## src/rtl/branch_pred_btb_pkg.sv

```systemverilog
// Shared definitions for the fetch-side branch target buffer: counter
// encoding, saturating counter step and the update-action decode type.
package branch_pred_btb_pkg;

  typedef logic [1:0] bp_cnt_t;

  localparam bp_cnt_t BP_SNT = 2'd0;
  localparam bp_cnt_t BP_WNT = 2'd1;
  localparam bp_cnt_t BP_WT  = 2'd2;
  localparam bp_cnt_t BP_ST  = 2'd3;

  typedef enum logic [1:0] {
    UPD_NONE,
    UPD_HIT,
    UPD_ALLOC
  } upd_kind_e;

  function automatic bp_cnt_t bp_cnt_next(input bp_cnt_t cnt, input logic taken);
    bp_cnt_t nxt;
    nxt = cnt;
    if (taken) begin
      if (cnt != BP_ST) nxt = cnt + 2'd1;
    end else begin
      if (cnt != BP_SNT) nxt = cnt - 2'd1;
    end
    return nxt;
  endfunction

endpackage

```

## src/rtl/branch_pred_btb_if.sv

```systemverilog
// Lookup / prediction / training bundle between fetch, execute and the BTB.
interface branch_pred_btb_if #(
  parameter int IADDR_SPACE_BITS = 16
);
  logic                          i_flush;
  logic                          i_lookup_valid;
  logic [IADDR_SPACE_BITS-1:1]   i_lookup_pc;
  logic                          o_pred_valid;
  logic                          o_pred_taken;
  logic [IADDR_SPACE_BITS-1:1]   o_pred_target;
  logic                          i_upd_valid;
  logic [IADDR_SPACE_BITS-1:1]   i_upd_pc;
  logic [IADDR_SPACE_BITS-1:1]   i_upd_target;
  logic                          i_upd_taken;
  logic                          i_upd_jump;

  modport slave (
    input  i_flush, i_lookup_valid, i_lookup_pc,
    input  i_upd_valid, i_upd_pc, i_upd_target, i_upd_taken, i_upd_jump,
    output o_pred_valid, o_pred_taken, o_pred_target
  );

  modport master (
    output i_flush, i_lookup_valid, i_lookup_pc,
    output i_upd_valid, i_upd_pc, i_upd_target, i_upd_taken, i_upd_jump,
    input  o_pred_valid, o_pred_taken, o_pred_target
  );
endinterface

```

## src/rtl/branch_pred_btb_tag_match.sv

```systemverilog
// Combinational hit detect for one port of the direct-mapped BTB.
module btb_tag_match #(
  parameter int ENTRIES  = 8,
  parameter int IDX_BITS = 3,
  parameter int TAG_W    = 12
) (
  input  logic [IDX_BITS-1:0]             i_idx,
  input  logic [TAG_W-1:0]                i_tag,
  input  logic [ENTRIES-1:0]              i_valid,
  input  logic [ENTRIES-1:0][TAG_W-1:0]   i_tags,
  output logic                            o_hit
);

  assign o_hit = i_valid[i_idx] & (i_tags[i_idx] == i_tag);

endmodule

```

## src/rtl/branch_pred_btb.sv

```systemverilog
// Direct-mapped branch target buffer with 2-bit saturating counters;
// one-cycle lookup, trained by resolved branches/jumps from execute.
module branch_pred_btb
  import branch_pred_btb_pkg::*;
#(
  parameter int IADDR_SPACE_BITS  = 16,
  parameter int BTB_ENTRIES       = 8,
  parameter int BRANCH_PREDICTION = 1
) (
  input  logic             i_clk,
  input  logic             i_reset,
  branch_pred_btb_if.slave bus
);

  localparam int  IDX_BITS = $clog2(BTB_ENTRIES);
  localparam int  PC_W     = IADDR_SPACE_BITS - 1;
  localparam int  TAG_W    = PC_W - IDX_BITS;
  localparam bit  PRED_EN  = (BRANCH_PREDICTION != 0);

  logic [BTB_ENTRIES-1:0]             r_valid;
  logic [BTB_ENTRIES-1:0][TAG_W-1:0]  r_tag;
  logic [BTB_ENTRIES-1:0][PC_W-1:0]   r_target;
  bp_cnt_t [BTB_ENTRIES-1:0]          r_cnt;

  logic                               r_vld_p1;
  logic                               r_taken_p1;
  logic [PC_W-1:0]                    r_target_p1;

  logic [IDX_BITS-1:0]                w_lk_idx;
  logic [TAG_W-1:0]                   w_lk_tag;
  logic                               w_lk_hit;
  logic                               w_lk_vld;
  logic                               w_lk_taken;

  logic [IDX_BITS-1:0]                w_upd_idx;
  logic [TAG_W-1:0]                   w_upd_tag;
  logic                               w_upd_hit;
  upd_kind_e                          w_upd_kind;
  bp_cnt_t                            w_cnt_new;
  logic                               w_tgt_wr;

  assign w_lk_idx  = bus.i_lookup_pc[IDX_BITS:1];
  assign w_lk_tag  = bus.i_lookup_pc[IADDR_SPACE_BITS-1:IDX_BITS+1];
  assign w_upd_idx = bus.i_upd_pc[IDX_BITS:1];
  assign w_upd_tag = bus.i_upd_pc[IADDR_SPACE_BITS-1:IDX_BITS+1];

  btb_tag_match #(
    .ENTRIES  (BTB_ENTRIES),
    .IDX_BITS (IDX_BITS),
    .TAG_W    (TAG_W)
  ) u_lk_match (
    .i_idx   (w_lk_idx),
    .i_tag   (w_lk_tag),
    .i_valid (r_valid),
    .i_tags  (r_tag),
    .o_hit   (w_lk_hit)
  );

  btb_tag_match #(
    .ENTRIES  (BTB_ENTRIES),
    .IDX_BITS (IDX_BITS),
    .TAG_W    (TAG_W)
  ) u_upd_match (
    .i_idx   (w_upd_idx),
    .i_tag   (w_upd_tag),
    .i_valid (r_valid),
    .i_tags  (r_tag),
    .o_hit   (w_upd_hit)
  );

  // Lookup reads pre-update array contents: no bypass from the update port.
  assign w_lk_vld   = bus.i_lookup_valid & ~bus.i_flush;
  assign w_lk_taken = w_lk_hit & r_cnt[w_lk_idx][1] & PRED_EN;

  always_comb begin
    w_upd_kind = UPD_NONE;
    w_cnt_new  = r_cnt[w_upd_idx];
    w_tgt_wr   = 1'b0;
    if (bus.i_upd_valid) begin
      if (w_upd_hit) begin
        w_upd_kind = UPD_HIT;
        w_cnt_new  = bus.i_upd_jump ? BP_ST : bp_cnt_next(r_cnt[w_upd_idx], bus.i_upd_taken);
        w_tgt_wr   = bus.i_upd_jump | bus.i_upd_taken;
      end else if (bus.i_upd_taken && PRED_EN) begin
        w_upd_kind = UPD_ALLOC;
        w_cnt_new  = bus.i_upd_jump ? BP_ST : BP_WT;
        w_tgt_wr   = 1'b1;
      end
    end
  end

  // Only valid bits need clearing; stale tag/target/counter are masked by valid.
  always_ff @(posedge i_clk) begin
    if (i_reset) begin
      r_valid <= '0;
    end else begin
      case (w_upd_kind)
        UPD_HIT: begin
          r_cnt[w_upd_idx] <= w_cnt_new;
          if (w_tgt_wr) r_target[w_upd_idx] <= bus.i_upd_target;
        end
        UPD_ALLOC: begin
          r_valid[w_upd_idx]  <= 1'b1;
          r_tag[w_upd_idx]    <= w_upd_tag;
          r_target[w_upd_idx] <= bus.i_upd_target;
          r_cnt[w_upd_idx]    <= w_cnt_new;
        end
        default: ;
      endcase
    end
  end

  // ---- stage p0 -> p1: registered prediction ----
  always_ff @(posedge i_clk) begin
    if (i_reset) begin
      r_vld_p1    <= 1'b0;
      r_taken_p1  <= 1'b0;
      r_target_p1 <= '0;
    end else begin
      r_vld_p1    <= w_lk_vld;
      r_taken_p1  <= w_lk_vld & w_lk_taken;
      r_target_p1 <= (w_lk_vld & w_lk_taken) ? r_target[w_lk_idx] : '0;
    end
  end

  assign bus.o_pred_valid  = r_vld_p1;
  assign bus.o_pred_taken  = r_taken_p1;
  assign bus.o_pred_target = r_target_p1;

endmodule
```

## src/flat_wrapper.sv

```systemverilog
// flat-port wrapper written by rule: the top's interface ports become plain ports
module branch_pred_btb_flat import branch_pred_btb_pkg::*;
#(
  parameter int IADDR_SPACE_BITS  = 16,
  parameter int BTB_ENTRIES       = 8,
  parameter int BRANCH_PREDICTION = 1
)
  (i_clk, i_reset, bus_i_flush, bus_i_lookup_valid, bus_i_lookup_pc, bus_i_upd_valid, bus_i_upd_pc, bus_i_upd_target, bus_i_upd_taken, bus_i_upd_jump, bus_o_pred_valid, bus_o_pred_taken, bus_o_pred_target);
  branch_pred_btb_if #(.IADDR_SPACE_BITS(IADDR_SPACE_BITS)) bus_i ();
  input  logic i_clk;
  input  logic i_reset;
  input wire logic [$bits(bus_i.i_flush)-1:0] bus_i_flush;
  input wire logic [$bits(bus_i.i_lookup_valid)-1:0] bus_i_lookup_valid;
  input wire logic [$bits(bus_i.i_lookup_pc)-1:0] bus_i_lookup_pc;
  input wire logic [$bits(bus_i.i_upd_valid)-1:0] bus_i_upd_valid;
  input wire logic [$bits(bus_i.i_upd_pc)-1:0] bus_i_upd_pc;
  input wire logic [$bits(bus_i.i_upd_target)-1:0] bus_i_upd_target;
  input wire logic [$bits(bus_i.i_upd_taken)-1:0] bus_i_upd_taken;
  input wire logic [$bits(bus_i.i_upd_jump)-1:0] bus_i_upd_jump;
  output wire logic [$bits(bus_i.o_pred_valid)-1:0] bus_o_pred_valid;
  output wire logic [$bits(bus_i.o_pred_taken)-1:0] bus_o_pred_taken;
  output wire logic [$bits(bus_i.o_pred_target)-1:0] bus_o_pred_target;
  assign bus_i.i_flush = bus_i_flush;
  assign bus_i.i_lookup_valid = bus_i_lookup_valid;
  assign bus_i.i_lookup_pc = bus_i_lookup_pc;
  assign bus_i.i_upd_valid = bus_i_upd_valid;
  assign bus_i.i_upd_pc = bus_i_upd_pc;
  assign bus_i.i_upd_target = bus_i_upd_target;
  assign bus_i.i_upd_taken = bus_i_upd_taken;
  assign bus_i.i_upd_jump = bus_i_upd_jump;
  assign bus_o_pred_valid = bus_i.o_pred_valid;
  assign bus_o_pred_taken = bus_i.o_pred_taken;
  assign bus_o_pred_target = bus_i.o_pred_target;
  branch_pred_btb #(.IADDR_SPACE_BITS(IADDR_SPACE_BITS), .BTB_ENTRIES(BTB_ENTRIES), .BRANCH_PREDICTION(BRANCH_PREDICTION)) u_core (.i_clk(i_clk), .i_reset(i_reset), .bus(bus_i));
endmodule
```

## config.mk

```make
export PLATFORM = sky130hd
export DESIGN_NAME = branch_pred_btb_flat
export DESIGN_NICKNAME = d
export VERILOG_FILES = /design/src/rtl/branch_pred_btb_pkg.sv /design/src/rtl/branch_pred_btb_if.sv /design/src/rtl/branch_pred_btb_tag_match.sv /design/src/rtl/branch_pred_btb.sv /design/src/flat_wrapper.sv
export SDC_FILE = /design/constraint.sdc
export NUM_CORES = 1
export LEC_CHECK = 0
export CAP_MARGIN = 0
export CORE_MARGIN = 1.5
export CORE_UTILIZATION = 40
export DETAILED_ROUTE_END_ITERATION = 16
export GPL_ROUTABILITY_DRIVEN = 0
export PLACE_DENSITY = 0.67
export SLEW_MARGIN = 5
export SYNTH_ARGS = -nofsm -noshare
export SYNTH_HDL_FRONTEND = slang
export SYNTH_SLANG_ARGS = --single-unit
```

## constraint.sdc

```tcl
create_clock -name i_clk -period 5.4 [get_ports i_clk]
set_clock_uncertainty 0.15 [all_clocks]
set_input_delay 1.08 -clock i_clk [delete_from_list [all_inputs] [get_ports i_clk]]
set_output_delay 1.08 -clock i_clk [all_outputs]
set_load 0.05 [all_outputs]
```

**Word level (Yosys, flattened, before mapping)**

Index checks and enable logic that the tools add are counted.

- Eq/ne operators: 6
- Reductions and logical operators: 8
- Multipliers: 0
- $add $sub $neg: 2
- Divide/modulo/power cells: 0
- Shifts and indexed selects: 0
- Magnitude comparators: 3
- Bitwise operators: 10
- Mux-type cells: 41

Operators with widths:

| operator | number |
|---|---|
| 120-bit one-hot mux with 2 select lines | 1 |
| 120-bit bitwise mux | 1 |
| 120-bit 2-to-1 mux | 1 |
| 96-bit bitwise mux | 1 |
| 12-bit binary-select mux with 3-bit select | 2 |
| 15-bit binary-select mux with 3-bit select | 1 |
| 15-bit demux with 3-bit select | 1 |
| 12-bit demux with 3-bit select | 1 |
| 12-bit 2-to-1 mux | 3 |
| 15-bit 2-to-1 mux | 2 |
| 2-bit 2-to-1 mux | 13 |
| 12-bit == test | 2 |
| 16-bit bitwise mux | 1 |
| 2-bit binary-select mux with 3-bit select | 2 |
| 3-bit by 4-bit < comparator with 1-bit output, second input constant | 2 |
| 8-bit bitwise OR | 1 |
| 1-bit 2-to-1 mux | 7 |
| 1-bit binary-select mux with 3-bit select | 2 |
| 2-bit demux with 3-bit select | 1 |
| 1-bit bitwise AND | 5 |
| 2-bit AND reduction | 2 |
| 2-bit nonzero test | 2 |
| 2-bit OR reduction | 2 |
| 1-bit demux with 3-bit select | 1 |
| 11 further kinds | 13 |

- Register bits: 257
- Output and inout port bits: 17
- Input port bits: 52
- Memories: 0
- Latch bits: 0
- Memory bits (read-only): 0
- Logic and storage cells: 98
- Bits in writable memories: 0

**Logic depth before layout (Yosys ltp)**

- Depth after elaboration: 9
- Depth in mapped cells: 15
- Mapped depth without buffers: 12

**Cells and area by module**

A second synthesis with hierarchy kept.

- Cells, all modules: 579
- Area total of the unflattened synthesis: 10929.2 sq um

By module, submodules not included:

| module | times used | sequential area each (sq um) | area an instance (sq um) | cells each |
|---|---|---|---|---|
| branch_pred_btb | 1 | 7467.2 | 9012.4 | 413 |
| btb_tag_match | 2 | 0.0 | 958.4 | 83 |

**Least setup slack after synthesis**

No wires, ideal clock.

- Kind: input-to-reg
- Start: input port bus_i_upd_pc[1]
- End: register u_core.r_target[15] (netlist name), enable pin
- Required time: 4824 ps
- Setup time: 426 ps
- Arrival time: 4692 ps
- Path slack: 132 ps
- Cell stages on the path: 12
- Path buffers: 3
- Cells stage by stage: buf_2 buf_2 buf_4 nor2_1 a221oi_1 xnor2_1 nand4_1 nor4_4 and2_1 ha_1 nor2_1 nor4_1

- Word-level cells in the longest chain between the ends: 9
- Elaborated cells between the ends (all ways): 15
- Those cells by class: eq/ne: 4; mux: 8; bitwise: 1; reduce/logical: 2

RTL lines:

| what | line | source |
|---|---|---|
| from (decl) | flat_wrapper.sv:16 | `input wire logic [$bits(bus_i.i_upd_pc)-1:0] bus_i_upd_pc;` |
| 12-bit binary-select mux with 3-bit select | branch_pred_btb_tag_match.sv:14 | `assign o_hit = i_valid[i_idx] & (i_tags[i_idx] == i_tag);` |
| 12-bit 2-to-1 mux (not written as such) | branch_pred_btb_tag_match.sv:14 |  |
| 12-bit == test | branch_pred_btb_tag_match.sv:14 |  |
| 1-bit bitwise AND (*) | branch_pred_btb_tag_match.sv:14 |  |
| 2-bit 2-to-1 mux | branch_pred_btb.sv:80 | `if (w_upd_hit) begin` |
| 2-bit 2-to-1 mux | branch_pred_btb.sv:79 | `if (bus.i_upd_valid) begin` |
| 2-bit by 1-bit == test with 1-bit output / 2-bit == test (equally long branches) | branch_pred_btb.sv:97 | `case (w_upd_kind)` |
| 2-bit by 1-bit inequality test with 1-bit output (no line) / 2-bit nonzero test (equally long branches) | -- |  |
| 3-bit AND reduction (no line) (*) | -- |  |
| to (signal, indexed assignment) | branch_pred_btb.sv:100 | `if (w_tgt_wr) r_target[w_upd_idx] <= bus.i_upd_target;` |
| to (signal, indexed assignment) | branch_pred_btb.sv:105 | `r_target[w_upd_idx] <= bus.i_upd_target;` |
| to (decl) | branch_pred_btb.sv:22 | `logic [BTB_ENTRIES-1:0][PC_W-1:0] r_target;` |

Mark *: on every way between the ends. The rest lies on a longest branch, timed or not. The select of a mux whose other input is x is not followed.
A chain may end at the register's enable or synchronous reset.

**Worst setup path in the final report**

- Start: input port bus_i_upd_pc[2]
- End: register u_core.r_target[67] (netlist name), enable pin

The elaborated chain is that of the path after synthesis.

==> impl_metrics.csv <==
group,metric,value,unit
routing,first_pass_iters,5,
cts,cts.sinks,257,
global_route,grtUsageTotal,17.66,%
floorplan,core_area,0.02695,mm2
critical_path,critPathLaunchType,"input port",
synthesis,yosysMostFrequentCell,"edfxtp_1",
synthesis,syn_inst,597,
timing,fin_crit,4.631,ns
routing,drc,0,
timing,relSlewSlack,17.65,%
critical_path,arrival,4.73,ns
timing,max_freq,215.9,MHz
critical_path,worstPathCellList,"clkdlybuf4s50_1 -> buf_12 -> nand2b_1 -> o22ai_1 -> a221oi_1 -> xnor2_1 -> nand3_1 -> nor4_4 -> and2_1 -> inv_1 -> ha_1 -> nor2_1 -> nor2_1 -> nor4b_4 -> buf_4",
hold_path,min_to,"u_core.r_valid[0]",
synthesis,synthTopCellsByArea,"edfxtp_1 63%, mux4_2 14%, dfxtp_1 4.6%",
power,powerDensity,325.4,mW/mm2
synthesis,yosysSeqAreaShare,67.95,%
power,total_power,4.256,mW
routing,wl_per_cell,23.48,um
critical_path,max_stage_delay,0.50,ns
timing,tightest_slew,1.219,ns
job,maxCapViolCount,0,
global_route,grt_pass1_wl,37810,um
global_route,grt_overflow,0,
placed_design,placed_area,0.01223,mm2
critical_path,slowest_stage,"clkdlybuf4s50_1",
critical_path,crit_family,"simple AND/OR/NAND/NOR gates",
layout,drive_above_1_share,23.59,%
cts,postCtsSetupBuffers,0,
floorplan,die_w,168.8,um
synthesis,syn_area_per_cell,18.41,um2
layout,final_area,0.01308,mm2
critical_path,r2r_start,"u_core.r_tag[66]",
global_route,grt_pass1_vias,6392,
global_route,grt_max_degree,38,
timing,hold_violations,0,
synthesis,yosys_warnings,0,
cts,htree_num_levels,1,
critical_path,crit_path_end_kind,"flip-flop",
synthesis,yosysUniqueCellTypes,52,
cts,cts_resized,0,
placed_design,port-buffer-count,68,
synthesis,async_flop_share,0,%
cts,postCtsHoldBufs,0,
timing,slew_viol_final,0,
synthesis,ys_ff_latch,257,
power,cellLeakagePower,4.358,nW
timing,grt_setup_unrepaired,"false",
placed_design,dp.cells,1002,
critical_path,crit_type,"input port to flip-flop",
cts,clock_latency,0.53,ns
critical_path,crit_required,5.50,ns
routing,wl,24630,um
critical_path,cp.buffers_inverters,4,
critical_path,rrSetupSlack,1.64,ns
global_route,antenna_found_initial,0,
layout,diodes,0,
layout,post-route-util,48.52,%
layout,nets,743,
routing,vias,5902,
floorplan,die_h,168.8,um
status,status,"completed",
synthesis,synth_flop_cell,"edfxtp_1",
cts,cts_root_buf,"clkbuf_16",
power,irDropWorstVdd,0.0002116,V
floorplan,start_util,40.78,%
critical_path,reg2reg_depth,12,
floorplan,fp-row-count,60,
cts,cts_buffer_depth,3,
timing,fin_setup_tns,0,ns
routing,drtIter0Drc,575,
timing,finalSetupViolCount,0,
floorplan,ios,69,
hold_path,holdPathStages,1,
synthesis,synth_edf_count,232,
cts,clk_pin_slew,0.06,ns
synthesis,synth_top_cell_area_share,63.40,%
synthesis,synth_top_area_cell,"edfxtp_1",
hold_path,hp-class,"flip-flop to flip-flop",
cts,cts_buffers,26,
critical_path,worstPathMaxFanout,37,
synthesis,synth_area,0.01099,mm2
cts,cts_tree,"built",
synthesis,synth_commonest_cells,"232 x edfxtp_1, 70 x mux4_2, 50 x mux2i_1, 36 x nor2_1, 25 x dfxtp_1",
critical_path,critical_path.most_common_cell,"nor2_1",
routing,via_per_inst,5.626,
synthesis,syn-num-nets,651,
layout,fin_cells,1049,
timing,post-route-period-util,85.77,%
critical_path,rr_endpoint,"u_core.r_target[67]",
floorplan,die_area,0.02848,mm2
layout,synthToLayoutAreaGrowth,18.99,%
routing,antenna_left,0,
placed_design,dp_hpwl,16280,um
hold_path,worstHoldStart,"u_core.r_valid[0]",
[layer usage]
layer  GRT usage, %  share of wire [%]
met1          23.24                 42
met2          31.05                 51
met3          2.455                4.8
met4          4.270                1.9
met5              0                  0
[per-stage QoR]
step                      hold slack (ns)  setup WS, ns
after floorplan                    0.2932        0.1320
after global placement             0.3428        0.3485
after detailed placement           0.3342        0.2199
after CTS                          0.3548        0.7698
after global routing               0.3673        0.5183
final                              0.3569        0.7686
[worst register-to-register path, delay by kind of cell, from the launching register on]
kind                       cells  cell delay [ns]
buffers and inverters          2             0.29
and+or+nand+nor                6             1.39
xor gates and xnor gates       1             0.31
muxes                          2             0.77
DFF                            1             0.40
adders and majority gates      1             0.19
[layout make-up]
type	instances	area (um2)
flip-flops and latches	257	7467
fillers	2202	13870
inverters	7	26.28
clock buffers	36	739.5
clock inverters	11	102.6
multi-input cells	301	3403
well taps	341	426.7
repair buffers	96	910.9
[how the worst max path moves through the flow]
| stage | start | endpoint | slack [ns] | depth (start not counted) |
|---|---|---|---|---|
| 2_1_floorplan | bus_i_upd_pc[1] | u_core.r_target[15] | 0.13 | 12 |
| 3_3_place_gp | bus_i_upd_pc[0] | u_core.r_target[71] | 0.35 | 13 |
| 3_5_place_dp | bus_i_upd_pc[0] | u_core.r_target[62] | 0.22 | 15 |
| 4_1_cts | bus_i_upd_pc[0] | u_core.r_target[61] | 0.77 | 15 |
| 5_1_grt | bus_i_upd_pc[0] | u_core.r_target[70] | 0.52 | 15 |
| 6_report | bus_i_upd_pc[2] | u_core.r_target[67] | 0.77 | 15 |
[layout by cell type, fill, tap and decap left out, types with 5 or more instances in the layout]
master	Yosys	layout
mux2_2	6	6
mux2i_1	50	50
clkdlybuf4s50_1	0	64
xnor2_1	15	15
clkinv_1	1	5
clkbuf_1	11	6
buf_4	4	26
nand4_1	5	5
xor2_1	9	9
clkbuf_16	0	27
a21o_1	8	8
nor3_2	1	5
inv_1	6	6
nor2_1	36	36
edfxtp_1	232	232
nand2_1	21	21
nor3_1	10	6
nand3_1	8	8
dfxtp_1	25	25
mux4_2	70	70
o21ai_0	7	7
[registers in the layout, summed over array words and instances (netlist names)]
| register | flops |
|---|---|
| u_core.r_cnt | 16 |
| u_core.r_tag | 96 |
| u_core.r_target | 120 |
| u_core.r_valid | 8 |
| u_core.bus.o_pred_valid | 1 |
| u_core.bus.o_pred_taken | 1 |
| u_core.bus.o_pred_target | 15 |
[where the power goes]
part           total, mW  internal [mW]  switching [mW]  leakage, nW
logic              0.304          0.141           0.163         1.65
clock network       1.75           1.05           0.705        0.412
registers           2.20           2.19         0.00850         2.29
[kinds of logic (layout without fill, tap and decap cells)]
logic type,count (synthesis),in the layout,synth area share [%]
adder cells (fa/ha/maj),2,2,0.2277
flip-flops,257,257,67.95
AND/OR/NAND/NOR,111,111,5.602
AO/OA/AOI/OAI,35,35,2.380
buffers and inverters,39,150,1.810
multiplexers,129,129,20.12
XOR/XNOR,24,24,1.913
Note: power is estimated with default switching activity, not from simulation.
